### src/rtl/pipe_stage_skid.sv
`default_nettype none
// ============================================================================
//  Module   : pipe_stage_skid
//  Purpose  : Pipeline stage with a main register and one skid register.
//             It also keeps a saturating count of downstream stall cycles.
//  Revision : 1.0 - initial release
// ============================================================================
module pipe_stage_skid #(
    parameter int CTRL_W      = 11,
    parameter int DATA_W      = 138,
    parameter int BUBBLE_ZERO = 1,
    parameter int CNT_W       = 16
) (
    input  logic              clk,
    input  logic              rst_n,
    input  logic              flush,
    input  logic              in_valid,
    output logic              in_ready,
    input  logic [CTRL_W-1:0] ctrl_in,
    input  logic [DATA_W-1:0] data_in,
    output logic              out_valid,
    input  logic              out_ready,
    output logic [CTRL_W-1:0] ctrl_out,
    output logic [DATA_W-1:0] data_out,
    output logic [CNT_W-1:0]  stall_cnt
);

    localparam logic [1:0] c_EMPTY = 2'd0;
    localparam logic [1:0] c_ONE   = 2'd1;
    localparam logic [1:0] c_TWO   = 2'd2;

    logic [1:0]        r_state;
    logic [1:0]        w_next_state;
    logic              r_in_ready;
    logic [CTRL_W-1:0] r_main_ctrl;
    logic [DATA_W-1:0] r_main_data;
    logic [CTRL_W-1:0] r_skid_ctrl;
    logic [DATA_W-1:0] r_skid_data;
    logic [CNT_W-1:0]  r_stall_cnt;

    logic w_out_valid;
    logic w_in_fire;
    logic w_out_fire;
    logic w_load_main_in;
    logic w_load_main_skid;
    logic w_load_skid;

    assign w_out_valid = (r_state != c_EMPTY);
    assign w_in_fire   = in_valid && r_in_ready;
    assign w_out_fire  = w_out_valid && out_ready;

    // Occupancy transitions; flush squashes everything including a same-cycle accept.
    always_comb begin
        w_next_state     = r_state;
        w_load_main_in   = 1'b0;
        w_load_main_skid = 1'b0;
        w_load_skid      = 1'b0;
        case (r_state)
            c_EMPTY: begin
                if (w_in_fire) begin
                    w_next_state   = c_ONE;
                    w_load_main_in = 1'b1;
                end
            end
            c_ONE: begin
                if (w_in_fire && w_out_fire) begin
                    w_load_main_in = 1'b1;
                end else if (w_out_fire) begin
                    w_next_state = c_EMPTY;
                end else if (w_in_fire) begin
                    w_next_state = c_TWO;
                    w_load_skid  = 1'b1;
                end
            end
            c_TWO: begin
                if (w_out_fire) begin
                    w_next_state     = c_ONE;
                    w_load_main_skid = 1'b1;
                end
            end
            default: begin
                w_next_state = c_EMPTY;
            end
        endcase
        if (flush) begin
            w_next_state     = c_EMPTY;
            w_load_main_in   = 1'b0;
            w_load_main_skid = 1'b0;
            w_load_skid      = 1'b0;
        end
    end

    always_ff @(posedge clk) begin
        if (!rst_n) begin
            r_state     <= c_EMPTY;
            r_in_ready  <= 1'b1;
            r_main_ctrl <= '0;
            r_main_data <= '0;
            r_skid_ctrl <= '0;
            r_skid_data <= '0;
        end else begin
            r_state    <= w_next_state;
            // Registered ready breaks any combinational path from out_ready.
            r_in_ready <= (w_next_state != c_TWO);
            if (w_load_main_in) begin
                r_main_ctrl <= ctrl_in;
                r_main_data <= data_in;
            end else if (w_load_main_skid) begin
                r_main_ctrl <= r_skid_ctrl;
                r_main_data <= r_skid_data;
            end
            if (w_load_skid) begin
                r_skid_ctrl <= ctrl_in;
                r_skid_data <= data_in;
            end
        end
    end

    always_ff @(posedge clk) begin
        if (!rst_n) begin
            r_stall_cnt <= '0;
        end else if (w_out_valid && !out_ready && (r_stall_cnt != {CNT_W{1'b1}})) begin
            r_stall_cnt <= r_stall_cnt + CNT_W'(1);
        end
    end

    generate
        if (BUBBLE_ZERO != 0) begin : g_bubble_zero
            assign ctrl_out = w_out_valid ? r_main_ctrl : '0;
        end else begin : g_bubble_pass
            assign ctrl_out = r_main_ctrl;
        end
    endgenerate

    assign in_ready  = r_in_ready;
    assign out_valid = w_out_valid;
    assign data_out  = r_main_data;
    assign stall_cnt = r_stall_cnt;

endmodule
`default_nettype wire

### config.mk
export PLATFORM = sky130hd
export DESIGN_NAME = pipe_stage_skid
export DESIGN_NICKNAME = d
export VERILOG_FILES = /design/src/rtl/pipe_stage_skid.sv
export SDC_FILE = /design/constraint.sdc
export NUM_CORES = 1
export LEC_CHECK = 0
export CORE_MARGIN = 8
export CORE_UTILIZATION = 54
export CTS_CLUSTER_SIZE = 28
export DETAILED_ROUTE_END_ITERATION = 8
export PLACE_DENSITY = 0.83
export SETUP_SLACK_MARGIN = 0.1
export SKIP_CTS_REPAIR_TIMING = 1
export SLEW_MARGIN = 20
export SYNTH_ARGS = -nofsm -noshare
export SYNTH_HDL_FRONTEND = slang
export SYNTH_SLANG_ARGS = --single-unit
### constraint.sdc
create_clock -name clk -period 2.6 [get_ports clk]
set_input_delay 0.26 -clock clk [delete_from_list [all_inputs] [get_ports clk]]
set_output_delay 0.26 -clock clk [all_outputs]
set_load 0.02 [all_outputs]
==> results of run 1 <==
[power groups by stage]
stage	Clock [mW]	Sequential [mW]	Combinational [mW]
4_1_cts	5.10	5.16	1.49
3_3_place_gp	0	5.26	1.45
2_1_floorplan	0	5.42	0.583
6_report	5.00	5.16	1.48
3_5_place_dp	0	5.27	1.48
5_1_grt	5.29	5.18	1.57
[state kept, by name, summed over array words and instances (netlist names)]
| signal | count |
|---|---|
| r_skid_ctrl | 11 |
| stall_cnt | 16 |
| r_skid_data | 138 |
| in_ready | 1 |
| r_state | 2 |
| data_out | 138 |
| r_main_ctrl | 11 |
[Yosys cell counts, types with 5 or more instances]
| master | count | area share |
|---|---|---|
| nor3_1 | 6 | 0.0022 |
| a211oi_1 | 10 | 0.0056 |
| a21oi_1 | 156 | 0.058 |
| buf_1 | 7 | 0.0019 |
| nor2b_1 | 11 | 0.0051 |
| nor4_1 | 5 | 0.0023 |
| buf_2 | 49 | 0.018 |
| or3_1 | 5 | 0.0023 |
| a211oi_2 | 140 | 0.13 |
| buf_6 | 18 | 0.015 |
| nor2_1 | 152 | 0.042 |
| clkbuf_1 | 45 | 0.013 |
| nand4_1 | 7 | 0.0032 |
| mux2i_1 | 157 | 0.12 |
| nand3_1 | 8 | 0.0030 |
| dfxtp_1 | 317 | 0.47 |
| nand2_1 | 311 | 0.086 |
| nand2b_1 | 8 | 0.0037 |
[critical path: cells and delay by family, from the launching register on]
kind | cells | cell delay (ns)
buffers and inverters | 1 | 0.65
DFF | 1 | 0.53
and+or+nand+nor | 2 | 0.36
[worst max path at each step]
stage	end	cells past startpoint
3_3_place_gp	data_out[16]	7
5_1_grt	ctrl_out[7]	3
4_1_cts	ctrl_out[7]	3
3_5_place_dp	data_out[90]	7
2_1_floorplan	stall_cnt[0]	6
6_report	ctrl_out[7]	3
[through the flow]
stage	power, mW	std cells	util	hold slack [ns]
4_1_cts	11.75	2071	0.7298	0.3094
3_5_place_dp	6.743	2012	0.6825	0.4461
5_1_grt	12.04	2073	0.7303	0.3285
6_report	11.65	2073	0.7303	0.3314
2_1_floorplan	6.002	1448	-	0.3960
3_3_place_gp	6.708	2012	0.6825	0.4407
[logic make-up (layout without fill, tap and decap cells)]
kind of cell    count (synthesis)  count (layout)  synth area share
mux                           157             157            0.1164
other cells                     0               2                 0
fa+ha+maj                       1               1         0.0009269
simple gates                  527             527            0.1610
buf+inv                       126             419           0.05043
compound gates                320             320            0.2010
flops                         317             317            0.4702
[metal layers]
| metal | global-route usage | wire [um] | up-vias | share of wire |
|---|---|---|---|---|
| met4 | 0.08087 | 1091 | 0 | 0.029 |
| met1 | 0.2825 | 15340 | 5502 | 0.41 |
| met2 | 0.4089 | 18500 | 411 | 0.49 |
| li1 | - | - | 5538 | - |
| met5 | 0 | 0 | - | 0 |
| met3 | 0.06531 | 2849 | 75 | 0.075 |
[area by class of cell]
type                    instances  share of cell area
multi-input cells            1005              0.3571
well taps                     330             0.02271
diodes                          2           0.0002753
inverters                       4            0.001239
flip-flops and latches        317              0.3491
clock inverters                 8            0.006539
clock buffers                  51             0.05823
repair buffers                356              0.2048
==> metrics.log, run 1 <==
INFO  metric outcome = completed
INFO  metric internal_power = 8.876 mW
INFO  metric io_buffers = 320
INFO  metric gpl.final_weighted_congestion = 0.7863
INFO  metric drt-initial-drc-count = 974
INFO  metric final_cell_mix = clkdlybuf4s50_1 (320), dfxtp_1 (317), nand2_1 (311)
INFO  metric pwr_dens = 640.7 nW/um2
INFO  metric synthesis.area = 13,500 um2
INFO  metric postLayoutCellArea = 18,180 um2
INFO  metric timing.critical_path.cells = nor2_4 > nor2b_1 > clkdlybuf4s50_1
INFO  metric layout_commonest_cell = clkdlybuf4s50_1
INFO  metric beginning_of_the_worst_register_to_register_path = r_state[0]
INFO  metric antenna_found_initial = 2
INFO  metric clkPwrFrac = 0.430
INFO  metric root_buffer = clkbuf_16
INFO  metric placementRows = 58
INFO  metric critical_path_required_time = 2.34 ns
INFO  metric timing.final.setup_violations = 0
INFO  metric cts-buffers-inserted = 34
INFO  metric drt_pre_antenna_iters = 5
INFO  metric cts_max_level = 2
INFO  metric multiInputGateArea = 6491 um2
INFO  metric post-route-min-period = 2.294 ns
INFO  metric pleak = 5.876 nW
INFO  metric synthesis.nets = 1,603
INFO  metric clock_tree_from_tritoncts = yes
INFO  metric crit_start = r_state[0]
INFO  metric place_hpwl = 25,060 um
INFO  metric sum_of_negative_setup_slack = 0 ns
INFO  metric worst_hold_path.endpoint = r_skid_data[7]
INFO  metric die_area = 30,310 um2
INFO  metric areaGrowthSynthToFinish = 34.69%
INFO  metric worstRegToRegCells = 5
INFO  metric achievable-frequency = 435.9 MHz
INFO  metric synth.yosys.seq_area_share = 0.4702
INFO  metric detail_route_antenna_nets = 0
INFO  metric chipWidth = 174.1 um
INFO  metric hp-class = in -> reg
INFO  metric fraction_of_layout_instances_using_a_drive_strength_above_1 = 0.1379
INFO  metric drv.max_cap_violation_count = 0
INFO  metric clock_latency_on_the_worst_skew_pair = 0.50 ns
INFO  metric vias_in_the_first_global_route = 11.53k
INFO  metric worstHoldPathCells = 3
INFO  metric critPathKind = reg -> out
INFO  metric seq_power_share = 0.443
INFO  metric ys_types = 39
INFO  metric cell_count_after_synthesis = 1,448
INFO  metric core_area = 24,890 um2
INFO  metric cts_num_sinks = 317
INFO  metric initial_utilization = 0.5422
INFO  metric final_hold_viol_count = 0
INFO  metric worst_setup_hold_path_clk_slew = 0.06 ns
INFO  metric grt.overflow.total = 0
INFO  metric grt_max_degree = 132
INFO  metric dpl_cell_area = 16,990 um2
INFO  metric routed_length_per_placed_instance = 18.23 um
INFO  metric ir_worst_vdd = 0.5541 mV
INFO  metric final_min_period_over_clock_period = 0.8823
INFO  metric avgViaCountPerCell = 5.560
INFO  metric holdCritStartpoint = data_in[7]
INFO  metric slew_headroom = 0.4822
INFO  metric worst_skew = 0.01689 ns
INFO  metric clk_path_buf_depth = 3
INFO  metric final-seq-area = 6346 um2
INFO  metric critical_path_slowest_stage_cell = clkdlybuf4s50_1
INFO  metric switching_power = 2.770 mW
INFO  metric fin_ws = 0.3059 ns
INFO  metric timing.critical_path.fanout_max = 16
INFO  metric r2r_slack = 0.39 ns
INFO  metric post_synth.cell_area_avg = 9.321 um2
INFO  metric crit_path_max_incr_delay = 0.65 ns
INFO  metric grt_use_total = 0.2381
INFO  metric comb_power_share = 0.127
INFO  metric synth_warnings = 0
INFO  metric final_net_count = 1,873
INFO  metric detail_route.drc_violations = 0
INFO  metric detailedPlace.worstSlack = 0.2253 ns
INFO  metric synthFlopType = dfxtp_1
INFO  metric synth_enable_flop_cells = 0
INFO  metric wp_data_arrival = 2.03 ns
INFO  metric n_fill_cell = 1,793
INFO  metric fp.dieH = 174.1 um
INFO  metric synth-async-reset-ratio = 0
INFO  metric timing.critical_path.to_type = output port
INFO  metric grt_setup_unrepaired = no
INFO  metric num_vias = 11.53k
INFO  metric report.final.slew_viol_count = 0
INFO  metric worst_pin_slew = 0.7767 ns
INFO  metric r2r-end = r_skid_data[132]
INFO  metric crit_path_start_kind = flip-flop
INFO  metric postSynthRegisterBits = 317
INFO  metric route.final.wire_length = 37,790 um
INFO  metric number_of_primary_i_o_pins = 321
INFO  metric global_route_wire_length_before_repair = 60,570 um
INFO  metric power.share.switching = 0.2379
No activity file was read; power rests on OpenSTA's default activity.
==> run 2: changes to the inputs <==
Settings changed: CORE_UTILIZATION 54 to 50, PLACE_DENSITY 0.83 to 0.77.
Clock period 2.6 ns to 2.35 ns, I/O delays scaled along.
==> run 2 against run 1 <==
Sequential share of layout area up 0.21 points. Register-to-register slack worse by 0.14 ns. Design area shrank 0.61%. Wire length decreased by 3.1%. Setup slack worse by 0.056 ns. First-iteration DRC count is 11% lower. Total power grew 6.5%. Count of clock-buffer cells in the layout decreased by 3. Combinational power grew 9%. Via count decreased by 1.8%.
==> metrics.log, run 2 (same netlist as run 1, synthesis figures left out) <==
INFO  metric worst_setup_hold_path_clk_slew = 0.06 ns
INFO  metric io_buffers = 320
INFO  metric die_area = 32,510 um2
INFO  metric drv.max_cap_violation_count = 0
INFO  metric cts-buffers-inserted = 34
INFO  metric postLayoutCellArea = 18,070 um2
INFO  metric worst_pin_slew = 0.8457 ns
INFO  metric critPathKind = reg -> reg
INFO  metric root_buffer = clkbuf_16
INFO  metric cts_max_level = 2
INFO  metric global_route_wire_length_before_repair = 59,200 um
INFO  metric final_cell_mix = clkdlybuf4s50_1 (320), dfxtp_1 (317), nand2_1 (311)
INFO  metric worst_skew = 0.009199 ns
INFO  metric dpl_cell_area = 17,010 um2
INFO  metric slew_headroom = 0.4362
INFO  metric worstRegToRegCells = 6
INFO  metric critical_path_slowest_stage_cell = or4_4
INFO  metric vias_in_the_first_global_route = 11.12k
INFO  metric clk_path_buf_depth = 3
INFO  metric worst_path_dominant_cell_family = simple AND/OR/NAND/NOR gates
INFO  metric n_fill_cell = 2,124
INFO  metric pleak = 5.810 nW
INFO  metric report.final.slew_viol_count = 0
INFO  metric sum_of_negative_setup_slack = 0 ns
INFO  metric number_of_primary_i_o_pins = 321
INFO  metric clock_tree_from_tritoncts = yes
INFO  metric timing.critical_path.to_type = flip-flop
INFO  metric timing.final.setup_violations = 0
INFO  metric route.final.wire_length = 36,630 um
INFO  metric grt_use_total = 0.2165
INFO  metric hp-class = in -> reg
INFO  metric avgViaCountPerCell = 5.432
INFO  metric achievable-frequency = 476.2 MHz
INFO  metric cts_num_sinks = 317
INFO  metric crit_path_max_incr_delay = 0.52 ns
INFO  metric timing.critical_path.fanout_max = 146
INFO  metric routed_length_per_placed_instance = 17.58 um
INFO  metric path_buf_inv = 2
INFO  metric outcome = completed
INFO  metric crit_path_start_kind = flip-flop
INFO  metric place_hpwl = 24,930 um
INFO  metric final_hold_viol_count = 0
INFO  metric post-route-min-period = 2.100 ns
INFO  metric final_min_period_over_clock_period = 0.8935
INFO  metric fp.dieH = 180.3 um
INFO  metric antenna_found_initial = 1
INFO  metric antenna_cells = 0
INFO  metric crit_start = r_state[0]
INFO  metric drt-initial-drc-count = 871
INFO  metric grt_setup_unrepaired = no
INFO  metric fraction_of_layout_instances_using_a_drive_strength_above_1 = 0.1371
INFO  metric wp_data_arrival = 2.44 ns
INFO  metric setup.worst_path.end = data_out[53]
INFO  metric grt.overflow.total = 0
INFO  metric pwr_dens = 686.2 nW/um2
INFO  metric final_net_count = 1,875
INFO  metric r2r-end = data_out[53]
INFO  metric drt_pre_antenna_iters = 5
INFO  metric num_vias = 11.32k
INFO  metric detail_route.drc_violations = 0
INFO  metric chipWidth = 180.3 um
INFO  metric gpl.final_weighted_congestion = 0.8222
INFO  metric layout_commonest_cell = clkdlybuf4s50_1
INFO  metric detail_route_antenna_nets = 0
INFO  metric core_area = 26,730 um2
INFO  metric cp_num_cells = 6
INFO  metric grt_max_degree = 153
INFO  metric placementRows = 60
INFO  metric beginning_of_the_worst_register_to_register_path = r_state[0]
INFO  metric clock_latency_on_the_worst_skew_pair = 0.50 ns
INFO  metric areaGrowthSynthToFinish = 33.87%
INFO  metric critical_path_required_time = 2.69 ns
INFO  metric initial_utilization = 0.5050
INFO  metric r2r_slack = 0.25 ns
INFO  metric timing.critical_path.cells = buf_4 > nor2b_4 > or4_4 > buf_12 > nor2_1 > a211oi_2
INFO  metric ir_worst_vdd = 0.4612 mV
## run 2: cell types whose count changed in the layout (fill, tap and decap cells not counted), moves of 3 or more
| cell | before | now |
|---|---|---|
| buf_4 | 16 | 19 |
| clkbuf_1 | 6 | 9 |
| clkinvlp_4 | 0 | 3 |
| clkbuf_8 | 8 | 4 |
## run 2: area by class of cell
cell class	instances	area, um2	share of cell area
clock inverters	11	91.34	0.005055
multi-input cells	1005	6491	0.3593
inverters	4	22.52	0.001246
well taps	341	426.7	0.02361
repair buffers	358	3726	0.2062
flip-flops and latches	317	6346	0.3512
clock buffers	48	964.7	0.05339
## run 2: worst min path at each step
stage | cells after the start | from | slack [ns] | end
2_1_floorplan | 2 | ctrl_in[0] | 0.37 | r_skid_ctrl[0]
3_3_place_gp | 2 | r_skid_data[85] | 0.44 | r_skid_data[85]
3_5_place_dp | 2 | r_skid_data[124] | 0.45 | r_skid_data[124]
4_1_cts | 3 | data_in[15] | 0.29 | r_skid_data[15]
5_1_grt | 3 | data_in[81] | 0.31 | r_skid_data[81]
6_report | 3 | data_in[48] | 0.32 | r_skid_data[48]
## run 2: layer usage
layer / vias up / share of wire / GRT usage
li1: 5534 / - / -
met1: 5359 / 0.43 / 0.2767
met2: 367 / 0.48 / 0.3614
met3: 58 / 0.070 / 0.05706
met4: 2 / 0.018 / 0.04828
met5: - / 0.00027 / 0
## run 2: worst reg2reg max path: cells and delay by family, from the launching register on
family,cells,cell delay (ns)
AO/OA/AOI/OAI,1,0.07
buffers and inverters,2,0.46
flip-flops,1,0.33
AND/OR/NAND/NOR,3,1.08
## run 2: report_power, final
| group | internal, mW | leakage, nW | total (mW) | switching (mW) |
|---|---|---|---|---|
| clock network | 2.98 | 0.513 | 5.07 | 2.09 |
| logic | 0.790 | 2.71 | 1.62 | 0.831 |
| registers | 5.58 | 2.58 | 5.71 | 0.131 |
## run 2: metrics by stage
stage                     hold slack (ns)  setup slack, ns  instances  total power [mW]  utilization
after floorplan                    0.3710           0.4888       1448             6.641            -
after global placement             0.4410           0.1298       2025             7.422       0.6363
after detailed placement           0.4461          0.07130       2025             7.453       0.6363
after CTS                          0.2925          -0.2547       2084             12.52       0.6758
after global routing               0.3062           0.1711       2084             12.85       0.6761
final                              0.3207           0.2502       2084             12.40       0.6761
==> run 3: changes to the inputs <==
Settings changed: CORE_UTILIZATION 50 to 45, PLACE_DENSITY 0.77 to 0.73.
Clock period 2.35 ns to 1.9 ns, I/O delays scaled along.
==> run 3 against run 2 <==
Sequential share of layout area decreased by 2.5 points. Die area increased by 10%. Total power increased by 28%. Non-clock buffer count increased by 88. First-iteration DRC count decreased by 24%. Core utilization decreased by 1.7 points.
==> metrics.log, run 3 (same netlist as run 1, synthesis figures left out) <==
INFO  metric detail_route.drc_violations = 0
INFO  metric postLayoutCellArea = 19,470 um2
INFO  metric beginning_of_the_worst_register_to_register_path = r_state[1]
INFO  metric core_area = 29,560 um2
INFO  metric sum_of_negative_setup_slack = 0 ns
INFO  metric fin_ws = 0.1300 ns
INFO  metric fin_hold_ws = 0.2678 ns
INFO  metric vias_in_the_first_global_route = 11.72k
INFO  metric cts-buffers-inserted = 34
INFO  metric grt_setup_unrepaired = yes
INFO  metric dpl_cell_area = 17,690 um2
INFO  metric pwr_dens = 814.4 nW/um2
INFO  metric outcome = completed
INFO  metric antenna_found_initial = 1
INFO  metric dp_cells = 2,140
INFO  metric clock_tree_from_tritoncts = yes
INFO  metric final_net_count = 1,963
INFO  metric hp-class = in -> reg
INFO  metric finish.utilization = 0.6588
INFO  metric layout_commonest_cell = dfxtp_1
INFO  metric final_min_period_over_clock_period = 0.9316
INFO  metric root_buffer = clkbuf_16
INFO  metric grt.overflow.total = 0
INFO  metric drt-initial-drc-count = 664
INFO  metric pleak = 6.835 nW
INFO  metric worst_setup_hold_path_clk_slew = 0.06 ns
INFO  metric fraction_of_layout_instances_using_a_drive_strength_above_1 = 0.2014
INFO  metric num_vias = 11.83k
INFO  metric slew_headroom = 0.6624
INFO  metric chipWidth = 189.2 um
INFO  metric r2r-end = data_out[108]
INFO  metric initial_utilization = 0.4566
INFO  metric number_of_primary_i_o_pins = 321
INFO  metric areaGrowthSynthToFinish = 44.29%
INFO  metric worst_skew = 0.009109 ns
INFO  metric placementRows = 63
INFO  metric final_hold_viol_count = 0
INFO  metric drv.max_cap_violation_count = 0
INFO  metric routed_length_per_placed_instance = 18.90 um
INFO  metric ir_worst_vdd = 0.5190 mV
INFO  metric cts_max_level = 2
INFO  metric final_cell_mix = dfxtp_1 (314), nand2_1 (309), clkdlybuf4s50_1 (294)
INFO  metric grt_max_degree = 57
INFO  metric worstRegToRegCells = 8
INFO  metric avgViaCountPerCell = 5.334
INFO  metric timing.final.setup_violations = 0
INFO  metric worstHoldPathCells = 3
INFO  metric worst_hold_path.endpoint = r_skid_data[1]
INFO  metric n_fill_cell = 2,319
INFO  metric gpl.final_weighted_congestion = 0.8119
INFO  metric place_hpwl = 27,800 um
INFO  metric instances_no_fill = 2,218
INFO  metric achievable-frequency = 565.0 MHz
INFO  metric drt_pre_antenna_iters = 5
INFO  metric crit_path_start_kind = flip-flop
INFO  metric clock_latency_on_the_worst_skew_pair = 0.50 ns
INFO  metric route.final.wire_length = 41,930 um
INFO  metric detail_route_antenna_nets = 0
INFO  metric grt_use_total = 0.2076
INFO  metric worst_pin_slew = 0.5025 ns
INFO  metric timing.critical_path.fanout_max = 9
INFO  metric cts_num_sinks = 317
INFO  metric critPathKind = reg -> reg
INFO  metric io_buffers = 320
INFO  metric timing.critical_path.to_type = flip-flop
INFO  metric die_area = 35,790 um2
INFO  metric clk_path_buf_depth = 3
INFO  metric critical_path_required_time = 2.28 ns
INFO  metric wp_data_arrival = 2.15 ns
INFO  metric report.final.slew_viol_count = 0
INFO  metric power.total = 15.86 mW
INFO  metric detailedPlace.worstSlack = -0.2382 ns
INFO  metric post-route-min-period = 1.770 ns
INFO  metric r2r_slack = 0.13 ns
INFO  metric fp.dieH = 189.2 um
INFO  metric holdCritStartpoint = data_in[1]
INFO  metric global_route_wire_length_before_repair = 61,690 um
## run 3: cell types whose count changed in the layout (fill, tap and decap cells not counted), sizes merged, moves of 3 or more
| cell | before | now |
|---|---|---|
| buf | 38 | 114 |
| clkdlybuf4s50 | 320 | 294 |
| bufinv | 1 | 4 |
| clkbuf | 48 | 65 |
| dlymetal6s2s | 0 | 19 |
| clkinv | 6 | 3 |
## run 3: report_power, final
part | switching, mW | leakage (nW) | total [mW] | internal (mW)
Sequential | 0.167 | 2.58 | 7.07 | 6.90
Combinational | 1.08 | 3.72 | 2.17 | 1.08
Clock | 2.60 | 0.535 | 6.62 | 4.02
Total | 3.85 | 6.84 | 15.9 | 12.0
## run 3: how the worst max path moves through the flow
| stage | from | end | slack, ns |
|---|---|---|---|
| 3_3_place_gp | out_ready | data_out[6] | -0.20 |
| 2_1_floorplan | in_ready | r_skid_data[100] | 0.11 |
| 5_1_grt | r_state[1] | data_out[23] | 0.03 |
| 3_5_place_dp | out_ready | data_out[15] | -0.24 |
| 6_report | r_state[1] | data_out[108] | 0.13 |
| 4_1_cts | r_state[0] | ctrl_out[6] | -0.31 |
## run 3: layer usage
layer,share of wire,GRT usage,up-vias
met2,0.48,0.3510,357
met4,0.023,0.06133,0
met5,0,0,-
li1,-,-,5718
met1,0.43,0.2603,5690
met3,0.068,0.04765,66
## run 3: final cells by class
type | count | area, um2 | area share
inverter | 4 | 22.52 | 0.001156
multi-input combinational | 1005 | 6664 | 0.3422
tap | 390 | 488.0 | 0.02506
timing repair buffer | 446 | 4850 | 0.2490
clock buffer | 46 | 947.2 | 0.04863
antenna | 1 | 2.502 | 0.0001285
sequential | 317 | 6350 | 0.3261
clock inverter | 9 | 151.4 | 0.007774
## run 3: worst max-delay path: stages, from the launching register on
cell	delay (ns)
dfxtp_1	0.34
buf_6	0.14
nand2_2	0.08
nor3_4	0.22
buf_6	0.17
clkbuf_16	0.16
buf_12	0.15
mux2i_1	0.29
a211oi_2	0.10
